`src/rtl/vx_mask_serializer.sv`:
```
// Serializes an N-lane active mask into one scalar beat per active lane, in priority order.
// Optional registered output stage: define VX_MASK_SERIALIZER_OUTREG_EN.
module vx_mask_serializer #(
  parameter int N       = 4,
  parameter int DATAW   = 32,
  parameter int REVERSE = 0,
  parameter int LOGN    = (N > 1) ? $clog2(N) : 1
) (
  input  logic               clk,
  input  logic               reset,
  input  logic               valid_in,
  input  logic [N-1:0]       mask_in,
  input  logic [N*DATAW-1:0] data_in,
  output logic               ready_in,
  output logic               valid_out,
  output logic [DATAW-1:0]   data_out,
  output logic [LOGN-1:0]    index_out,
  output logic               last_out,
  input  logic               ready_out
);

  logic               busy;
  logic [N-1:0]       rem;
  logic [N*DATAW-1:0] pbuf;

  logic [N-1:0]       scan;
  logic [N-1:0]       sel;
  logic [LOGN-1:0]    c_idx;
  logic [DATAW-1:0]   c_data;
  logic               c_last;
  logic               c_ready;
  logic               c_fire;
  logic               accept;

  // OR-scan runs in the service direction; the first set bit of the scan is the next lane.
  always_comb begin
    scan = '0;
    sel  = '0;
    if (REVERSE == 0) begin
      scan[0] = rem[0];
      for (int unsigned i = 1; i < N; i++)
        scan[i] = scan[i-1] | rem[i];
      sel = rem & ~(scan << 1);
    end else begin
      scan[N-1] = rem[N-1];
      for (int unsigned i = N - 1; i > 0; i--)
        scan[i-1] = scan[i] | rem[i-1];
      sel = rem & ~(scan >> 1);
    end
  end

  always_comb begin
    c_idx  = '0;
    c_data = '0;
    for (int unsigned i = 0; i < N; i++) begin
      if (sel[i]) begin
        c_idx  = c_idx | LOGN'(i);
        c_data = c_data | pbuf[i*DATAW +: DATAW];
      end
    end
  end

  assign c_last   = busy & ~(|(rem & ~sel));
  assign c_fire   = busy & c_ready;
  assign ready_in = ~reset & (~busy | (c_fire & c_last));
  assign accept   = valid_in & ready_in;

  always_ff @(posedge clk) begin
    if (reset) begin
      busy <= 1'b0;
      rem  <= '0;
      pbuf <= '0;
    end else if (accept) begin
      rem  <= mask_in;
      pbuf <= data_in;
      busy <= |mask_in;
    end else if (c_fire) begin
      rem <= rem & ~sel;
      if (c_last)
        busy <= 1'b0;
    end
  end

`ifdef VX_MASK_SERIALIZER_OUTREG_EN
  logic               skid_valid;
  logic [DATAW-1:0]   skid_data;
  logic [LOGN-1:0]    skid_idx;
  logic               skid_last;

  // Skid entry only fills when the output slot stalls, so ready depends on registered state only.
  assign c_ready = ~skid_valid;

  always_ff @(posedge clk) begin
    if (reset) begin
      valid_out  <= 1'b0;
      data_out   <= '0;
      index_out  <= '0;
      last_out   <= 1'b0;
      skid_valid <= 1'b0;
      skid_data  <= '0;
      skid_idx   <= '0;
      skid_last  <= 1'b0;
    end else if (~valid_out | ready_out) begin
      if (skid_valid) begin
        valid_out  <= 1'b1;
        data_out   <= skid_data;
        index_out  <= skid_idx;
        last_out   <= skid_last;
        skid_valid <= 1'b0;
      end else begin
        valid_out <= c_fire;
        if (c_fire) begin
          data_out  <= c_data;
          index_out <= c_idx;
          last_out  <= c_last;
        end
      end
    end else if (c_fire) begin
      skid_valid <= 1'b1;
      skid_data  <= c_data;
      skid_idx   <= c_idx;
      skid_last  <= c_last;
    end
  end
`else
  assign c_ready   = ready_out;
  assign valid_out = busy;
  assign data_out  = c_data;
  assign index_out = c_idx;
  assign last_out  = c_last;
`endif

endmodule

```
`config.mk`:
```
export PLATFORM = sky130hd
export DESIGN_NAME = vx_mask_serializer
export DESIGN_NICKNAME = d
export VERILOG_FILES = /design/src/rtl/vx_mask_serializer.sv
export SDC_FILE = /design/constraint.sdc
export NUM_CORES = 1
export LEC_CHECK = 0
export CAP_MARGIN = 10
export CORE_UTILIZATION = 48
export CTS_CLUSTER_DIAMETER = 50
export CTS_CLUSTER_SIZE = 16
export DETAILED_ROUTE_END_ITERATION = 10
export PLACE_DENSITY = 0.85
export SETUP_SLACK_MARGIN = 0.1
export SLEW_MARGIN = 20
export SYNTH_ARGS = -nofsm -noshare
export SYNTH_HDL_FRONTEND = slang
export SYNTH_SLANG_ARGS = --single-unit
export TNS_END_PERCENT = 30
```
`constraint.sdc`:
```
create_clock -name clk -period 2.3 [get_ports clk]
set_input_delay 0.46 -clock clk [delete_from_list [all_inputs] [get_ports clk]]
set_output_delay 0.46 -clock clk [all_outputs]
set_load 0.01 [all_outputs]
```
==> results of run 1 <==
-- power breakdown --
part / internal [uW] / switching [uW] / total [uW]
registers: 2470 / 100 / 2570
logic: 575 / 480 / 1050
clock network: 1510 / 932 / 2440
total: 4550 / 1510 / 6060
-- routing by layer --
metal	GRT usage	part of all wire	vias up	wire length [microns]
met5	0	0	-	0
met4	0.120	0.024	0	401
met3	0.0720	0.062	33	1040
met2	0.455	0.49	193	8170
met1	0.304	0.43	2627	7200
li1	-	-	2781	-
-- layout by cell type, fill, tap and decap left out, types with 2 or more instances in the layout --
master | synthesis | final
nor2_1 | 2 | 2
buf_8 | 0 | 2
dfxtp_2 | 0 | 2
inv_1 | 4 | 3
clkbuf_16 | 0 | 17
o21ai_1 | 0 | 18
buf_2 | 6 | 35
a22oi_2 | 0 | 13
a22oi_1 | 64 | 51
dfxtp_1 | 133 | 130
clkinv_2 | 0 | 4
clkdlybuf4s50_1 | 0 | 136
nor3_2 | 1 | 3
buf_4 | 2 | 20
o21ai_0 | 32 | 14
buf_16 | 0 | 2
clkbuf_1 | 46 | 9
o31ai_1 | 2 | 2
buf_6 | 8 | 8
buf_12 | 0 | 14
nand2_1 | 261 | 261
mux2i_1 | 132 | 132
-- path summary, 6_finish.rpt --
check	start	depth (start not counted)	slack, ns	to
max reg2reg	rem[1]$_SDFFE_PP0P_	7	0.28	pbuf[55]$_SDFFE_PP0P_
max	rem[0]$_SDFFE_PP0P_	6	-0.01	data_out[5]
min	pbuf[112]$_SDFFE_PP0P_	2	0.45	pbuf[112]$_SDFFE_PP0P_
min reg2reg	pbuf[112]$_SDFFE_PP0P_	2	0.45	pbuf[112]$_SDFFE_PP0P_
-- metrics by stage --
stage	util	hold slack, ns	setup WS, ns
floorplan	-	0.434	0.313
detailed placement	0.669	0.447	-0.00433
global placement	0.669	0.442	-0.00896
CTS	0.720	0.457	-0.0968
global route	0.722	0.472	-0.0905
finish	0.722	0.454	-0.0107
-- layout make-up --
type,count,share of cell area
clock inverters,5,0.00567
multi-input cells,511,0.364
well taps,168,0.0238
flip-flops and latches,133,0.303
repair buffers,219,0.248
inverters,4,0.00227
clock buffers,27,0.0536
-- sequential cells by signal (all words and copies together) (netlist names) --
name and flops:
pbuf 128, valid_out 1, rem 4
-- timing repair --
item                                    4_1_cts  5_1_grt
endpoints found under the setup margin       36       36
resized for setup                           162       34
cloned                                        4        0
buffers inserted                              9        0
pin swaps                                     2        5
hold endpoints to repair                      0        0
-- critical path: stages (launching register included) --
cell	delay, ns
dfxtp_2	0.34
nor4b_4	0.30
buf_4	0.19
bufbuf_16	0.26
a22oi_2	0.06
o21ai_1	0.13
buf_2	0.16
-- cell families after synthesis --
family / after synthesis / synth area share
compound gates: 108 / 0.122
mux: 132 / 0.217
simple gates: 271 / 0.171
buf+inv: 67 / 0.0535
flops: 133 / 0.437
==> flow_summary.toml, run 1 <==
[sta]
timing.final.crit_share = 1.00
finalClockSkew_ns = 0.00549
rsz0062_at_grt = "yes"
report.final.slew_viol_count = 0
setup_tns_ns = -0.0107
min_period_ns = 2.31
max_freq_mhz = 433
slew-limit-headroom = 0.667
setup_ws_ns = -0.0107
worst_pin_slew_ns = 0.493
finalSetupViolations = 1
hold_violations = 0

[floorplan]
pin_count = 173
initial_core_util = 0.499
die_w_microns = 115
dieArea_sq_um = 13200
core_sq_um = 12200
rows = 40
die_h_microns = 115

[routing]
drt_wl_total_microns = 16800
avgRoutedWirePerCell_microns = 15.8
ant_nets = 0
dr.pass1.iters = 5
num_vias = 5634
drt-vias-per-instance = 5.28
drt-initial-drc-count = 430
drc = 0

[power_and_ir_drop]
leakagePower_uw = 0.00373
p_total_uw = 6060
power_density_nw_per_um2 = 688
ir_drop_v = 0.000553

[logic_synthesis]
synth_area_leaders = "dfxtp_1, mux2i_1, nand2_1"
synth_most_common_cell = "nand2_1"
postSynthAreaPerCell_sq_um = 8.58
synth_edf_count = 0
yosysUniqueCellTypes = 28
synth_ff_type = "dfxtp_1"
yosysSeqAreaShare = 0.437
synth_nets = 847
ys.warnings.count = 0
synth_top_area_frac = 0.437
synth_largest_area_cell = "dfxtp_1"
syn-cell-area_sq_um = 6100
synth_common_cells = "nand2_1, dfxtp_1, mux2i_1"
ys_ff_latch = 133
synth_cells = 711
async_flop_share = 0

[place]
dpl.cell_count = 1022
place_congestion = 0.804
numPortBuffers = 172
placed_area_sq_um = 8170
dp_hpwl_microns = 10500

[clocking]
htree_levels = 4
numCtsBuffers = 17
cts_max_path_buffers = 2
clkTransAtPathRegs_ns = 0.06
cts.sinks = 133
clkLatencyLatePin_ns = 0.42
clk_root_buffer_cell = "clkbuf_16"
cts_tree = "yes"
cts_hold_buf = 0

[setup_path]
worstSetupPathType = "register to output port"
crit_fanout = 4
cp.required_ns = 1.84
critPathLaunchType = "register"
cp-end-kind = "output port"
cp.arrival_ns = 1.85

[final_layout]
multiInputGateArea_sq_um = 3210
synthToLayoutAreaGrowth_pct = 44.6
final_nets = 1022
n_fill_cell = 934
stdcell_area_sq_um = 8820
antenna_cells = 0
final_cell_count_no_fill = 1067
drive_above_1_share = 0.143
regArea_sq_um = 2670

[global_routing]
grt_start_max_net_pins = 60
grt_usage = 0.263
antenna_found_initial = 0
grt_pass1_wl_microns = 26700
grt-ovfl-total = 0
grt_pass1_vias = 5620

[run]
max_cap_violations = 0

[worst_hold_path]
min_path_type = "register to register"

[run_status]
violations = "setup timing"
outcome = "complete, but fails checks"
Note: power is estimated with default switching activity, not from simulation.
==> inputs of run 2 (changes only) <==
--- a/config.mk
+++ b/config.mk
@@ -10,7 +10,7 @@
 export CTS_CLUSTER_DIAMETER = 50
 export CTS_CLUSTER_SIZE = 16
 export DETAILED_ROUTE_END_ITERATION = 10
-export PLACE_DENSITY = 0.85
+export PLACE_DENSITY = 0.8
 export SETUP_SLACK_MARGIN = 0.1
 export SLEW_MARGIN = 20
 export SYNTH_ARGS = -nofsm -noshare
==> constraint.sdc (replaced) <==
create_clock -name clk -period 2.3 [get_ports clk]
set_input_delay 0.46 -clock clk [delete_from_list [all_inputs] [get_ports clk]]
set_output_delay 0.46 -clock clk [all_outputs]
set_load 0.05 [all_outputs]
==> run 2 against run 1 <==
  * The flow now finishes without violations
  * Hold slack improved by 0.00085 ns
  * Wire length rose by 9.7%
  * Register-to-register slack got worse by 0.12 ns
  * First-iteration DRC count increased by 9.5%
  * Die area unchanged
  * Clock power grew 7%
  * Cell area grew 6.7%
  * Sequential cell count is the same
==> flow_summary.toml, run 2 (synthesis results as in run 1) <==
[final_layout]
stdcell_area_sq_um = 9410
synthToLayoutAreaGrowth_pct = 54.3
top_register = "pbuf"
drive_above_1_share = 0.178
n_fill_cell = 804
layout_commonest_cell = "nand2_1"
largestRegisters = "pbuf: 128 flops, rem: 4 flops, valid_out: 1 flops"
final_cell_mix = "nand2_1, clkdlybuf4s50_1, mux2i_1, dfxtp_1, a22oi_1"
largest_reg_flops = 128
final_nets = 1016
antenna_cells = 0

[setup_path]
critPathSlowestCell = "dfxtp_4"
cp-end-kind = "output port"
r2r_slack_ns = 0.16
worstSetupPathType = "register to output port"
cp.required_ns = 1.84
rr_startpoint = "rem[0]$_SDFFE_PP0P_"
cpMostUsedCell = "buf_12"
critical_path.max_stage_delay_ns = 0.35
cp-startpoint = "rem[0]$_SDFFE_PP0P_"
crit_chain = "nor4b_4 > buf_6 > buf_12 > a22oi_2 > o21ai_2 > buf_12"
critPathLaunchType = "register"
cp.arrival_ns = 1.84
crit_fanout = 8

[sta]
finalClockSkew_ns = 0.00925
worst_pin_slew_ns = 0.512
max_freq_mhz = 435
setup_ws_ns = 0.000355
finalSetupViolations = 0
slew-limit-headroom = 0.654
report.final.slew_viol_count = 0
rsz0062_at_grt = "yes"
timing.final.crit_share = 1.00
min_period_ns = 2.30
hold_violations = 0

[clocking]
cts_tree = "yes"
htree_levels = 4
clk_root_buffer_cell = "clkbuf_16"
numCtsBuffers = 17
clkTransAtPathRegs_ns = 0.06
clkLatencyLatePin_ns = 0.42
cts_max_path_buffers = 2
cts_hold_buf = 0
cts.sinks = 133

[floorplan]
dieArea_sq_um = 13200
die_w_microns = 115
core_sq_um = 12200
rows = 40
pin_count = 173
die_h_microns = 115
initial_core_util = 0.499

[routing]
ant_nets = 0
drt-initial-drc-count = 471
drt-vias-per-instance = 5.44
avgRoutedWirePerCell_microns = 17.4
drc = 0
num_vias = 5762
drt_wl_total_microns = 18400
dr.pass1.iters = 7

[place]
dp_hpwl_microns = 11500
dp_slack_ns = 0.137
place_congestion = 0.863
placed_area_sq_um = 8420
numPortBuffers = 172

[power_and_ir_drop]
clockPowerShare = 0.397
leakagePower_uw = 0.00385
p_int_uw = 4810
switchingPower_uw = 1730
p_comb_frac = 0.210
power_density_nw_per_um2 = 696
sequentialPowerShare = 0.394
ir_drop_v = 0.000500
swShare = 0.265

[global_routing]
grt_pass1_vias = 5921
grt_pass1_wl_microns = 28900
antenna_found_initial = 0
grt_start_max_net_pins = 62
grt_usage = 0.286
grt-ovfl-total = 0

[run]
max_cap_violations = 0

[run_status]
outcome = "finished, final reports clean"

[worst_hold_path]
hp-start = "pbuf[127]$_SDFFE_PP0P_"
min_path_type = "register to register"
[run 2: what timing repair did]
action	in CTS	in global routing
buffers inserted	7	7
gates cloned	3	0
endpoints found under the setup margin	34	41
gates resized for setup	58	9
pin swaps	2	6
[run 2: path summary, 6_finish.rpt]
path                                 end  depth (start not counted)
setup / recovery            data_out[17]                          6
setup reg to reg   pbuf[89]$_SDFFE_PP0P_                          8
hold / removal    pbuf[127]$_SDFFE_PP0P_                          2
hold reg to reg   pbuf[127]$_SDFFE_PP0P_                          2
[run 2: per-stage QoR]
step | setup TNS [ns] | hold WS (ns) | power [uW] | util | instances
finish | 0 | 0.455 | 6550 | 0.771 | 1060
CTS | 0 | 0.457 | 6530 | 0.764 | 1053
floorplan | -1.23 | 0.434 | 3250 | - | 711
detailed placement | 0 | 0.446 | 3860 | 0.690 | 1012
global route | -1.33 | 0.474 | 6770 | 0.771 | 1060
global placement | 0 | 0.442 | 3820 | 0.690 | 1012
[run 2: area by class of cell]
cell class,count,area (sq um),share of cell area
Multi-Input combinational cell,511,3350,0.356
Sequential cell,133,2680,0.284
Timing Repair Buffer,213,2590,0.275
Clock buffer,28,527,0.0560
Tap cell,168,210,0.0223
Clock inverter,3,40.0,0.00425
Inverter,4,20.0,0.00213
[run 2: power groups by stage]
stage / sequential [uW] / clock, uW / combinational, uW
4_1_cts: 2570 / 2620 / 1340
5_1_grt: 2590 / 2730 / 1450
6_report: 2580 / 2600 / 1370
3_3_place_gp: 2600 / 0 / 1220
2_1_floorplan: 2590 / 0 / 664
3_5_place_dp: 2610 / 0 / 1250
[run 2: metal layers]
metal	GRT usage	wire length, microns	up-vias
met3	0.0603	1040	55
li1	-	-	2772
met4	0.168	717	0
met1	0.328	7480	2704
met2	0.493	9190	231
met5	0	0	-
[run 2: critical path, delay by kind of cell (launching register included)]
family                 cells  cell delay, ns
AND/OR/NAND/NOR            1            0.30
AO/OA/AOI/OAI              2            0.22
flip-flops                 1            0.35
buffers and inverters      3            0.54
==> inputs of run 3 (changes only) <==
==> constraint.sdc (replaced) <==
create_clock -name clk -period 2.2 [get_ports clk]
set_input_delay 0.44 -clock clk [delete_from_list [all_inputs] [get_ports clk]]
set_output_delay 0.44 -clock clk [all_outputs]
set_load 0.05 [all_outputs]
==> run 3 against run 2 <==
  * The flow now finishes with violations (setup timing)
  * Global-route usage decreased by 0.61 points
  * Highest routed layer unchanged
  * Final cell count decreased by 0.66%
  * Largest cell class unchanged
  * Setup slack got worse by 0.12 ns
==> flow_summary.toml, run 3 (synthesis results as in run 1) <==
[final_layout]
top_register = "pbuf"
antenna_cells = 0
n_fill_cell = 827
largest_reg_flops = 128
drive_above_1_share = 0.169
final_cell_mix = "nand2_1, clkdlybuf4s50_1, mux2i_1, dfxtp_1"
synthToLayoutAreaGrowth_pct = 53.8
stdcell_area_sq_um = 9380
final_nets = 1008
layout_commonest_cell = "nand2_1"
final_cell_count_no_fill = 1053
largestRegisters = "pbuf: 128 flops, rem: 4 flops, valid_out: 1 flops"

[clocking]
htree_levels = 4
cts_max_path_buffers = 2
numCtsBuffers = 17
clkTransAtPathRegs_ns = 0.05
cts.sinks = 133
cts_tree = "yes"
clkLatencyLatePin_ns = 0.42
clk_root_buffer_cell = "clkbuf_16"
cts_hold_buf = 0

[place]
place_congestion = 0.876
numPortBuffers = 172
dp_hpwl_microns = 11400
placed_area_sq_um = 8380
dpl.cell_count = 1010

[sta]
rsz0062_at_grt = "yes"
report.final.slew_viol_count = 0
finalClockSkew_ns = 0.0110
max_freq_mhz = 432
setup_ws_ns = -0.116
hold_violations = 0
whs_ns = 0.457
min_period_ns = 2.32
worst_pin_slew_ns = 0.524
slew-limit-headroom = 0.651
timing.final.crit_share = 1.05
setup_tns_ns = -1.82
finalSetupViolations = 28

[floorplan]
dieArea_sq_um = 13200
pin_count = 173
die_h_microns = 115
die_w_microns = 115
rows = 40
core_sq_um = 12200
initial_core_util = 0.499

[routing]
drc = 0
num_vias = 5686
dr.pass1.iters = 5
ant_nets = 0
drt-initial-drc-count = 426
drt-vias-per-instance = 5.40
avgRoutedWirePerCell_microns = 17.4
drt_wl_total_microns = 18300

[global_routing]
grt_pass1_vias = 5886
grt_usage = 0.280
antenna_found_initial = 0
grt_pass1_wl_microns = 28300
grt_start_max_net_pins = 56
grt-ovfl-total = 0

[power_and_ir_drop]
leakagePower_uw = 0.00382
p_total_uw = 6860
switchingPower_uw = 1800
p_comb_frac = 0.207
ir_drop_v = 0.000527
p_int_uw = 5060
clockPowerShare = 0.400
power_density_nw_per_um2 = 731
sequentialPowerShare = 0.393
swShare = 0.262

[worst_hold_path]
hold_end = "pbuf[43]$_SDFFE_PP0P_"
hp-start = "pbuf[43]$_SDFFE_PP0P_"
min_path_type = "register to register"
worstHoldPathCells = 2

[setup_path]
crit_fanout = 6
crit_chain = "nor4b_4 > buf_6 > buf_12 > clkbuf_16 > a22oi_2 > o21ai_2 > buf_12"
cpMostUsedCell = "buf_12"
cp.required_ns = 1.76
cp-end-kind = "output port"
critPathLaunchType = "register"
critical_path.max_stage_delay_ns = 0.36
worstSetupPathType = "register to output port"
cp_num_buf_inv = 4
critPathSlowestCell = "dfxtp_4"
cp.arrival_ns = 1.88
rr_startpoint = "rem[0]$_SDFFE_PP0P_"
worstReg2RegEnd = "pbuf[10]$_SDFFE_PP0P_"
r2r_slack_ns = 0.19
rr_worst_depth = 6
path_delay_family = "buffers and inverters"

[run_status]
outcome = "complete, but fails checks"
violations = "setup timing"

[run]
max_cap_violations = 0
==> run 3: cell types whose count changed in the layout (fill, tap and decap cells not counted), sizes merged <==
cell / change
clkbuf: +3
bufbuf: +1
dlygate4sd2: +1
clkinv: -1
buf: -10
clkdlybuf4s50: -1
==> run 3: tightest hold or removal path, stage by stage (launching register included) <==
cell and delay, ns:
dfxtp_1 0.31, nand2_1 0.05, mux2i_1 0.05
==> run 3: per-layer routing <==
layer  GRT usage  vias up  part of all wire
met5           0        -                 0
met4       0.136        0             0.025
met3      0.0577       41             0.051
met2       0.475      189              0.50
met1       0.338     2708              0.42
li1            -     2748                 -
==> run 3: cell type report <==
type | count | area (sq um) | area share
repair buffers | 205 | 2540 | 0.271
inverters | 4 | 20.0 | 0.00213
flip-flops and latches | 133 | 2680 | 0.285
clock buffers | 30 | 544 | 0.0580
multi-input cells | 511 | 3350 | 0.357
well taps | 168 | 210 | 0.0224
clock inverters | 2 | 35.0 | 0.00374
==> run 3: how the worst max path moves through the flow <==
stage                                   start                     end  slack (ns)  depth (start not counted)
after global placement              ready_out  pbuf[115]$_SDFFE_PP0P_        0.22                          5
after CTS                 rem[1]$_SDFFE_PP0P_            data_out[17]       -0.08                          7
after floorplan           rem[0]$_SDFFE_PP0P_             data_out[0]       -0.21                          4
final                     rem[0]$_SDFFE_PP0P_            data_out[25]       -0.12                          7
after global routing      rem[0]$_SDFFE_PP0P_            data_out[25]       -0.17                          7
after detailed placement            ready_out  pbuf[126]$_SDFFE_PP0P_        0.14                          5
==> run 3: timing repair <==
item	in CTS	in global routing
pin swaps	2	2
setup endpoints to repair	36	35
cloned	3	2
gates resized for setup	29	25
buffers inserted	5	1
==> run 3: power groups by stage <==
stage	sequential [uW]	clock, uW	combinational (uW)
after global placement	2720	0	1260
after CTS	2680	2770	1370
final	2700	2740	1420
after floorplan	2710	0	695
after detailed placement	2730	0	1290
after global routing	2710	2890	1490
==> run 3: stage by stage <==
stage | util | setup WS [ns]
floorplan | - | -0.215
CTS | 0.754 | -0.0823
detailed placement | 0.686 | 0.139
finish | 0.768 | -0.116
global placement | 0.686 | 0.217
global route | 0.768 | -0.174
